[config.mk]
export PLATFORM = sky130hd
export DESIGN_NAME = contador_multicanal
export DESIGN_NICKNAME = d
export VERILOG_FILES = /design/src/rtl/contador_pkg.sv /design/src/rtl/contador_canal.sv /design/src/rtl/contador_multicanal.sv
export SDC_FILE = /design/constraint.sdc
export NUM_CORES = 1
export LEC_CHECK = 0
export ABC_AREA = 0
export CAP_MARGIN = 20
export CORE_UTILIZATION = 53
export DETAILED_ROUTE_END_ITERATION = 10
export HOLD_SLACK_MARGIN = 0.03
export PLACE_DENSITY_LB_ADDON = 0.08
export SLEW_MARGIN = 40
export SYNTH_ARGS = -nofsm -noshare
export SYNTH_HDL_FRONTEND = slang
export SYNTH_SLANG_ARGS = --single-unit
[constraint.sdc]
create_clock -name clk -period 2.9 [get_ports clk]
set_input_delay 0.435 -clock clk [delete_from_list [all_inputs] [get_ports clk]]
set_output_delay 0.435 -clock clk [all_outputs]
set_load 0.03 [all_outputs]
[src/rtl/contador_pkg.sv]
// contador_pkg: shared types and defaults for the multichannel counter.
// Holds the per-channel state encoding and default geometry.
package contador_pkg;

    typedef enum logic [1:0] {
        IDLE = 2'd0,
        RUN  = 2'd1,
        HELD = 2'd2
    } estado_t;

    localparam int WIDTH_DEF    = 6;
    localparam int CHANNELS_DEF = 2;

endpackage

[src/rtl/contador_canal.sv]
// contador_canal: one up/down counter channel with wrap or saturate,
// a delayed terminal-count pulse and a sticky natural-rollover flag.
module contador_canal
    import contador_pkg::*;
#(
    parameter int WIDTH = WIDTH_DEF
) (
    input  logic             clk,
    input  logic             reset,
    input  logic             clr,
    input  logic             load,
    input  logic [WIDTH-1:0] load_val,
    input  logic [WIDTH-1:0] limit,
    input  logic             enable,
    input  logic             dir,
    input  logic             sat,
    output logic [WIDTH-1:0] count,
    output logic             tc,
    output logic             at_term,
    output logic             ovf
);

    localparam logic [WIDTH-1:0] ONE = WIDTH'(1);

    estado_t          state, state_d;
    logic [WIDTH-1:0] count_d, term, nxt;
    logic             tc_d, ovf_d, hit, hit_d, nxt_ovf;

    assign term = dir ? limit : '0;

    // Wrap-mode step result; saturation is decided in the FSM.
    always_comb begin
        nxt     = count;
        nxt_ovf = 1'b0;
        if (dir) begin
            if (count == limit) begin
                nxt = '0;
            end else if (count == '1) begin
                nxt     = '0;
                nxt_ovf = 1'b1;
            end else begin
                nxt = count + ONE;
            end
        end else begin
            if (count == '0) nxt = limit;
            else             nxt = count - ONE;
        end
    end

    always_ff @(posedge clk or posedge reset) begin
        if (reset) begin
            state <= IDLE;
            count <= '0;
            tc    <= 1'b0;
            ovf   <= 1'b0;
            hit   <= 1'b0;
        end else begin
            state <= state_d;
            count <= count_d;
            tc    <= tc_d;
            ovf   <= ovf_d;
            hit   <= hit_d;
        end
    end

    // hit marks a step that landed on the terminal; tc shows it one cycle later.
    always_comb begin
        state_d = state;
        count_d = count;
        ovf_d   = ovf;
        tc_d    = 1'b0;
        hit_d   = 1'b0;
        if (clr) begin
            state_d = IDLE;
            count_d = '0;
            ovf_d   = 1'b0;
        end else if (load) begin
            state_d = IDLE;
            count_d = load_val;
        end else begin
            tc_d = hit;
            unique case (state)
                HELD: ;
                IDLE, RUN: begin
                    if (!enable) begin
                        state_d = IDLE;
                    end else if (sat && count == term) begin
                        state_d = HELD;
                    end else begin
                        count_d = nxt;
                        ovf_d   = ovf | nxt_ovf;
                        hit_d   = (nxt == term);
                        state_d = (sat && nxt == term) ? HELD : RUN;
                    end
                end
                default: state_d = IDLE;
            endcase
        end
    end

    always_comb begin
        at_term = (count == term);
    end

endmodule

[src/rtl/contador_multicanal.sv]
// contador_multicanal: CHANNELS independent counter channels
// sharing one clock and reset, with packed per-channel buses.
module contador_multicanal
    import contador_pkg::*;
#(
    parameter int WIDTH    = WIDTH_DEF,
    parameter int CHANNELS = CHANNELS_DEF
) (
    input  logic                      clk,
    input  logic                      reset,
    input  logic [CHANNELS-1:0]       clr,
    input  logic [CHANNELS-1:0]       load,
    input  logic [CHANNELS*WIDTH-1:0] load_val,
    input  logic [CHANNELS*WIDTH-1:0] limit,
    input  logic [CHANNELS-1:0]       enable,
    input  logic [CHANNELS-1:0]       dir,
    input  logic [CHANNELS-1:0]       sat,
    output logic [CHANNELS*WIDTH-1:0] count,
    output logic [CHANNELS-1:0]       tc,
    output logic [CHANNELS-1:0]       at_term,
    output logic [CHANNELS-1:0]       ovf
);

    for (genvar i = 0; i < CHANNELS; i++) begin : g_canal
        contador_canal #(
            .WIDTH(WIDTH)
        ) u_canal (
            .clk     (clk),
            .reset   (reset),
            .clr     (clr[i]),
            .load    (load[i]),
            .load_val(load_val[i*WIDTH +: WIDTH]),
            .limit   (limit[i*WIDTH +: WIDTH]),
            .enable  (enable[i]),
            .dir     (dir[i]),
            .sat     (sat[i]),
            .count   (count[i*WIDTH +: WIDTH]),
            .tc      (tc[i]),
            .at_term (at_term[i]),
            .ovf     (ovf[i])
        );
    end

endmodule

==> flow_metrics.env <==
export IMPL_outcome="completed"
export IMPL_yosys_top_cells_area="dfrtp_1 (20%), xor2_1 (4.9%), nor2_1 (4.7%), nand2_1 (4.5%), a21oi_1 (4.3%)"
export IMPL_cpPeakStageDelay_ps=580
export IMPL_synth_async_sr_flop_share=1.00
export IMPL_vias=2904
export IMPL_finalNonFillerCells=477
export IMPL_antenna_found_initial=0
export IMPL_slew_viol_final=0
export IMPL_synthesis_area_um2=2690
export IMPL_critPathBufInv=2
export IMPL_yosysMostFrequentCell="nor2_1"
export IMPL_grt_ovfl_total=0
export IMPL_hpwl_um=6150
export IMPL_synthAdderAreaFrac=0.0279
export IMPL_period_share=0.964
export IMPL_worst_path_stages=6
export IMPL_dp_slack_ps=104
export IMPL_synth_edff_count=0
export IMPL_fillers=432
export IMPL_yosysTopAreaCell="dfrtp_1"
export IMPL_hp_class="reg2reg"
export IMPL_drive_above_1_share=0.144
export IMPL_cts_sinks=22
export IMPL_synth_top_family_by_area="compound AO/OA/AOI/OAI gates"
export IMPL_dp_cells=473
export IMPL_remaining_drc_errors=0
export IMPL_cpMostUsedCell="clkdlybuf4s50_1"
export IMPL_crit_family="buffers and inverters"
export IMPL_fmax_mhz=358
export IMPL_tightest_slew_ps=592
export IMPL_critPathSlowestCell="clkdlybuf4s50_1"
export IMPL_synth_top_cell_area_share=0.205
export IMPL_io_buffers=53
export IMPL_ant_nets=0
export IMPL_fp_dieW_um=73.2
export IMPL_rr_worst_depth=9
export IMPL_area_delta_synth_final_pct=27.7
export IMPL_end_kind="output port"
export IMPL_grt_met2_usage=0.561
export IMPL_power_mw=1.28
export IMPL_fin_ws_ps=103
export IMPL_p_per_area_nw_per_um2=372
export IMPL_synthMuxAreaShare=0.0405
export IMPL_routed_wirelength_um=7920
export IMPL_syn_num_nets=394
export IMPL_drv_cap=0
export IMPL_grt_use_met3=0.0359
export IMPL_first_global_vias=2701
export IMPL_peakVddDrop_mv=0.252
export IMPL_hold_viol=0
export IMPL_holdBufCountCts=0
export IMPL_syn_area_per_cell_um2=7.64
export IMPL_worstPathRequired_ps=2470
export IMPL_cts_tree="yes"
export IMPL_critPathArrivalTime_ps=2360
export IMPL_dieArea_um2=5360
export IMPL_path_cells="clkdlybuf4s50_1 > xor2_1 > o22ai_1 > a32o_1 > and3_1 > clkdlybuf4s50_1"
export IMPL_synth_ff_type="dfrtp_1"
export IMPL_period_minus_slack_ps=2800
export IMPL_fin_util=0.713
export IMPL_fin_skew_ps=4.30
export IMPL_synth_xor_area_share=0.0684
export IMPL_cts_htree_levels=1
export IMPL_ys_warn_count=0
export IMPL_routabilityCongestion=0.945
export IMPL_coreArea_um2=4820
export IMPL_start_kind="input pin"
export IMPL_whs_path_depth=1
export IMPL_drt_iter0_markers=256
export IMPL_ys_ff_latch=22
export IMPL_firstDrtPassIters=4
export IMPL_post_cts_resized=0
export IMPL_via_per_inst=6.09
export IMPL_setup_tns_ps=0
export IMPL_synthSimpleGateAreaFrac=0.255
export IMPL_cts_path_max_buffers=2
export IMPL_grt_setup_unrepaired="false"
export IMPL_dieHeight_um=73.2
export IMPL_crit_path_max_fanout=4
export IMPL_gr_usage_met1=0.372
export IMPL_cts_setup_buffers=0
export IMPL_syn_inst=352
export IMPL_track_usage=0.307
export IMPL_relSlewSlack=0.605
export IMPL_synth_seq_area_share=0.205
export IMPL_fin_nets=453
export IMPL_synth_compound_area_share=0.308
export IMPL_start_util=0.558
export IMPL_diodes=0
export IMPL_grt_busiest_layer="met2"
export IMPL_clkSlewWorstSetupHoldPaths_ps=80
export IMPL_insertion_delay_ps=270
export IMPL_core_rowCount=25
export IMPL_p_leak_nw=1.42
export IMPL_synth_distinct_cells=75
export IMPL_grt_max_degree=23
export IMPL_ios=54
export IMPL_finalSetupViolations=0
export IMPL_worstSetupPathType="in2out"
export IMPL_grt_pass1_wl_um=12800
export IMPL_cts_root_buffer_cell="clkbuf_8"
export IMPL_synth_top_cells_by_count="nor2_1 (34), nand2_1 (32), a21oi_1 (23)"
export IMPL_wl_per_cell_um=16.6
export IMPL_cts_buffers=3
-- final timing paths --
| path | start | end | slack (ps) |
|---|---|---|---|
| setup / recovery | limit[9] | at_term[1] | 100 |
| hold / removal | g_canal[0].u_canal.hit | g_canal[0].u_canal.tc | 470 |
| setup reg to reg | g_canal[1].u_canal.count[0] | g_canal[1].u_canal.state[1] | 280 |
| hold reg to reg | g_canal[0].u_canal.hit | g_canal[0].u_canal.tc | 470 |
| max in group asynchronous | reset | g_canal[1].u_canal.state[0] | 2080 |
| min in group asynchronous | reset | g_canal[1].u_canal.count[1] | 490 |
-- layout make-up --
cell class,instances,area [um2],area share
Inverter,19,71.3,0.0208
Tap cell,67,83.8,0.0244
Timing Repair Buffer,85,768,0.224
Sequential cell,22,551,0.160
Multi-Input combinational cell,280,1890,0.550
Clock buffer,3,41.3,0.0120
Clock inverter,1,30.0,0.00874
-- cell usage in the layout, fill, tap and decap left out, drive strengths merged, types with 5 or more instances in the layout --
cell	count
inv	19
o22ai	8
nor2b	9
ha	6
dfrtp	22
nor2	36
a22oi	5
xnor2	6
a31oi	6
nand2	33
o21ai	20
nand3	10
buf	33
xor2	15
a211oi	7
a21oi	25
mux2i	6
or2	5
clkdlybuf4s50	52
-- power by group --
part | switching (mW) | total, mW | internal [mW]
Combinational | 0.334 | 0.621 | 0.287
Clock | 0.104 | 0.288 | 0.185
Sequential | 0.0455 | 0.367 | 0.321
Total | 0.484 | 1.28 | 0.793
-- metal layers --
layer / share of wire / vias up
met4: 0.021 / 0
met5: 0 / -
met3: 0.039 / 16
li1: - / 1402
met2: 0.52 / 106
met1: 0.42 / 1380
-- logic make-up after synthesis --
kind of cell    after synthesis
flops                        22
compound gates              117
mux                          10
fa+ha+maj                     6
xor+xnor                     21
buf+inv                      50
simple gates                126
-- registers in the layout, summed over array words and instances, names as in the netlist --
| signal | cells |
|---|---|
| g_canal.u_canal.tc | 2 |
| g_canal.u_canal.state | 4 |
| g_canal.u_canal.hit | 2 |
| g_canal.u_canal.count | 12 |
| g_canal.u_canal.ovf | 2 |
-- metrics by stage --
stage,hold WS (ps),cell area [um2]
after floorplan,424,2690
after global placement,444,3350
after detailed placement,453,3350
after CTS,477,3430
after global routing,488,3430
final,474,3430
No activity file was read; power rests on OpenSTA's default activity.
